===== src/rtl/norm_shift_32.sv =====
// Iterative left-normalizer: counts leading zeros (unsigned) or redundant sign bits (signed)
// and returns the operand shifted so the leading significant bit sits at the MSB.
// Optional build macro NORM_COARSE_STEP_EN enables STEP-bit coarse shifts per cycle.
module norm_shift_32 #(
  parameter int WIDTH = 32,
  parameter int CNT_W = $clog2(WIDTH) + 1,
  parameter int STEP  = 8
) (
  input  logic             clk,
  input  logic             rst,
  input  logic             in_valid,
  output logic             in_ready,
  input  logic [WIDTH-1:0] in_data,
  input  logic             in_signed,
  output logic             out_valid,
  input  logic             out_ready,
  output logic [WIDTH-1:0] out_data,
  output logic [CNT_W-1:0] out_count,
  output logic             out_zero
);

  typedef enum logic [1:0] {IDLE, SHIFT, DONE} state_e;

  // Elaboration-time guard on the shift geometry.
  if (STEP <= 1 || STEP >= WIDTH || WIDTH < 16 || (WIDTH & (WIDTH - 1)) != 0) begin : g_bad_cfg
    $error("norm_shift_32: illegal WIDTH/STEP combination");
  end

  state_e           state_q;
  logic [WIDTH-1:0] work_q, work_d;
  logic [CNT_W-1:0] count_q, count_d;
  logic             signed_q;
  logic             zero_q;
  logic             in_ready_q;
  logic             out_valid_q;
  logic             done_now;
  logic             coarse_ok;

  // NOTE: every always_comb output gets a default first, otherwise a latch is inferred.
  always_comb begin
    done_now  = signed_q ? (work_q[WIDTH-1] ^ work_q[WIDTH-2]) : work_q[WIDTH-1];
    coarse_ok = 1'b0;
`ifdef NORM_COARSE_STEP_EN
    // Signed mode needs STEP+1 equal bits so the sign survives the coarse shift.
    if (signed_q)
      coarse_ok = (&work_q[WIDTH-1 -: STEP+1]) || !(|work_q[WIDTH-1 -: STEP+1]);
    else
      coarse_ok = !(|work_q[WIDTH-1 -: STEP]);
`endif
    work_d  = work_q << 1;
    count_d = count_q + CNT_W'(1);
    if (coarse_ok) begin
      work_d  = work_q << STEP;
      count_d = count_q + CNT_W'(STEP);
    end
  end

  // NOTE: sequential state uses non-blocking assignments only, so every register samples pre-edge values.
  always_ff @(posedge clk) begin
    if (rst) begin
      state_q     <= IDLE;
      work_q      <= '0;
      count_q     <= '0;
      signed_q    <= 1'b0;
      zero_q      <= 1'b0;
      in_ready_q  <= 1'b1;
      out_valid_q <= 1'b0;
    end else begin
      case (state_q)
        IDLE: begin
          if (in_valid && in_ready_q) begin
            work_q     <= in_data;
            signed_q   <= in_signed;
            in_ready_q <= 1'b0;
            if (in_data == '0) begin
              count_q     <= CNT_W'(WIDTH);
              zero_q      <= 1'b1;
              out_valid_q <= 1'b1;
              state_q     <= DONE;
            end else begin
              count_q <= '0;
              zero_q  <= 1'b0;
              state_q <= SHIFT;
            end
          end
        end
        SHIFT: begin
          if (done_now) begin
            out_valid_q <= 1'b1;
            state_q     <= DONE;
          end else begin
            work_q  <= work_d;
            count_q <= count_d;
          end
        end
        DONE: begin
          // in_ready rises only after the handoff edge, never on it.
          if (out_ready) begin
            out_valid_q <= 1'b0;
            in_ready_q  <= 1'b1;
            state_q     <= IDLE;
          end
        end
        default: begin
          out_valid_q <= 1'b0;
          in_ready_q  <= 1'b1;
          state_q     <= IDLE;
        end
      endcase
    end
  end

  assign in_ready  = in_ready_q;
  assign out_valid = out_valid_q;
  assign out_data  = work_q;
  assign out_count = count_q;
  assign out_zero  = zero_q;

endmodule

===== config.mk =====
export PLATFORM = sky130hd
export DESIGN_NAME = norm_shift_32
export DESIGN_NICKNAME = d
export VERILOG_FILES = /design/src/rtl/norm_shift_32.sv
export SDC_FILE = /design/constraint.sdc
export NUM_CORES = 1
export LEC_CHECK = 0
export ABC_AREA = 1
export BUFFER_PORTS_ARGS = -buffer_cell sky130_fd_sc_hd__buf_2
export CAP_MARGIN = 5
export CORE_ASPECT_RATIO = 1.75
export CORE_MARGIN = 5
export CORE_UTILIZATION = 44
export CTS_CLUSTER_SIZE = 16
export DETAILED_ROUTE_END_ITERATION = 16
export GPL_ROUTABILITY_DRIVEN = 0
export GPL_TIMING_DRIVEN = 1
export PLACE_DENSITY = 0.79
export REMOVE_ABC_BUFFERS = 1
export SYNTH_ARGS = -nofsm -noshare
export SYNTH_HDL_FRONTEND = slang
export SYNTH_SLANG_ARGS = --single-unit

===== constraint.sdc =====
create_clock -name clk -period 1.2 [get_ports clk]
set_input_delay 0.3 -clock clk [delete_from_list [all_inputs] [get_ports clk]]
set_output_delay 0.3 -clock clk [all_outputs]
set_load 0.02 [all_outputs]

==> impl_metrics.tcl <==
set metrics [dict create \
    outcome "finished with violations" \
    violations "negative setup slack" \
    regArea_um2 907 \
    diodes 0 \
    hpwlAfterDp_um 4430 \
    grt_pass1_wl_um 9740 \
    die_h_um 100 \
    clkTransAtPathRegs_ns 0.08 \
    hold_depth 2 \
    yosysMostFrequentCell "nand2_1" \
    cts_tree "yes" \
    final_util_pct 75.8 \
    fin_ws_ns -0.127 \
    ys_ff_latch 44 \
    setup_violations 42 \
    worst_pin_slew_ns 0.383 \
    core_area_mm2 0.00462 \
    first_pass_iters 4 \
    insertion_delay_ns 0.31 \
    root_buffer "clkbuf_8" \
    avgSynthCellArea_um2 7.20 \
    r2r_slack_ns -0.13 \
    cp.required_ns 1.43 \
    dp.cells 439 \
    grt_max_degree 25 \
    synth-edff-count 0 \
    fmax_mhz 754 \
    htreeDepth 2 \
    yosys_most_used_dff "dfxtp_1" \
    worstRegToRegCells 6 \
    hold_buffers 0 \
    finalCriticalPeriod_ns 1.33 \
    io_buffers 77 \
    vias_per_cell 5.67 \
    drive_above_1_share_pct 51.7 \
    die-width_um 61.6 \
    cp_max_fo 6 \
    place_ws_ns -0.129 \
    start_util_pct 44.3 \
    cts_sinks 44 \
    rsz0062_at_grt "yes" \
    end_kind "flop" \
    holdPathEnd "out_count[4]" \
    drtIter0Drc 114 \
    ys_types 29 \
    placementRows 33 \
    worstPathArrival_ns 1.56 \
    totalWireLength_um 7780 \
    vias 2598 \
    p_per_area_mw_per_mm2 2820 \
    fin_skew_ns 0.00972 \
    multi_input_area_mm2 0.00138 \
    yosysTopAreaCell "dfxtp_1" \
    grt_overflow 0 \
    io_pins 78 \
    syn_inst 285 \
    yosys-top-cells-area "dfxtp_1, nand2_1, a31oi_1, o21ai_0, nor2_1" \
    post-route-period-util_pct 111 \
    relSlewSlack_pct 74.2 \
    drv_slew 0 \
    async_flop_share_pct 0 \
    synthTopCellsByCount "nand2_1, dfxtp_1, a31oi_1" \
    p_leak_nw 1.53 \
    startpoint "state_q[1]" \
    r2r-start "state_q[1]" \
    ant_nets 0 \
    crit_type "flop to flop" \
    peakVddDrop_v 0.00215 \
    cap_violations 0 \
    cp-start-kind "flop" \
    final_nets 445 \
    rr_endpoint "out_data[26]" \
    detail_route.wl_per_cell_um 17.0 \
    hp-start "rst" \
    fin_cells 458 \
    antenna_found_initial 0 \
    grt_usage_pct 20.4 \
    hold_path_class "input pin to flop" \
    fin_tns_setup_ns -3.39 \
    drc 0 \
    seq_area_frac_synth_pct 43.0 \
    yosysWarnings 0 \
    cts_buffer_depth 2 \
    hold_viol 0 \
    dieArea_mm2 0.00618 \
    area_growth_pct 70.8 \
    placed_area_mm2 0.00278 \
    nFillCells 286 \
    synth_area_mm2 0.00205 \
    grt_pass1_vias 2287 \
    yosys.area.top_type_share_pct 43.0 \
    finalInstanceArea_mm2 0.00350 \
    cts_buffers 5 \
]
repair_timing:
| item | CTS | global route |
|---|---|---|
| pin swaps | 4 | 10 |
| endpoints found under the setup margin | 44 | 47 |
| setup buffers | 5 | 3 |
| gates cloned | 1 | 6 |
| resized for setup | 28 | 94 |
layout make-up:
class | instances | share of cell area, %
multi-input cells | 218 | 39.4
repair buffers | 131 | 29.2
flip-flops and latches | 44 | 25.9
clock buffers | 5 | 1.96
well taps | 52 | 1.86
inverters | 7 | 0.893
clock inverters | 1 | 0.857
cell usage in the layout, fill, tap and decap left out, types with 3 or more instances in the layout:
cell type | netlist | layout
nand2_1 | 90 | 83
buf_2 | 5 | 74
buf_4 | 1 | 31
nor2_1 | 30 | 28
dfxtp_1 | 44 | 27
a31oi_1 | 32 | 20
o21ai_1 | 12 | 16
dfxtp_2 | 0 | 15
o21ai_2 | 0 | 14
buf_6 | 4 | 13
a31oi_4 | 0 | 11
nand2_2 | 0 | 7
buf_12 | 0 | 7
clkbuf_8 | 0 | 5
o21ai_0 | 25 | 4
a21oi_1 | 7 | 4
nand3_1 | 5 | 4
inv_1 | 4 | 3
o21ai_4 | 0 | 3
a21oi_2 | 0 | 3
clkbuf_16 | 0 | 3
metal layers:
layer	share of wire [%]	GRT usage [%]	vias to the layer above
met3	5.8	4.12	37
met2	54	36.7	120
met1	36	22.1	1224
met5	0	0	-
li1	-	-	1217
met4	4.4	8.17	0
how the worst max path moves through the flow:
stage	slack, ns	to	cells past startpoint
after floorplan	-0.73	out_count[5]	5
after global placement	-0.06	state_q[0]	8
final	-0.13	out_data[26]	6
after detailed placement	-0.13	state_q[0]	8
after global routing	-0.28	state_q[0]	9
after CTS	-0.06	out_data[30]	7
per-stage QoR:
| step | total power, mW | hold slack (ns) |
|---|---|---|
| after detailed placement | 6.30 | 0.455 |
| after CTS | 7.88 | 0.175 |
| after floorplan | 4.52 | 0.369 |
| after global routing | 10.4 | 0.161 |
| after global placement | 6.22 | 0.458 |
| final | 9.89 | 0.171 |
kinds of logic after synthesis:
group | count (synthesis) | synth area share [%]
compound gates | 76 | 20.5
xor+xnor | 1 | 0.427
fa+ha+maj | 1 | 0.610
buf+inv | 24 | 6.35
flops | 44 | 43.0
simple gates | 139 | 29.2
critical path, cell delays in order (launching register included):
cell and delay (ns):
dfxtp_4 0.38, nor2_4 0.15, nand3_4 0.14, nand2_4 0.17, clkbuf_16 0.17, o21ai_1 0.06
a31oi_1 0.17
flip-flops by register name, indices dropped and copies added, names as in the netlist:
name,count
signed_q,1
out_valid,1
in_ready,1
out_zero,1
out_count,6
out_data,32
state_q,2
where the power goes:
group / internal, mW / leakage, nW / switching (mW)
clock network: 0.598 / 0.0501 / 0.499
registers: 2.03 / 0.370 / 0.529
logic: 2.84 / 1.11 / 3.39
(Power assumes the default switching activity.)
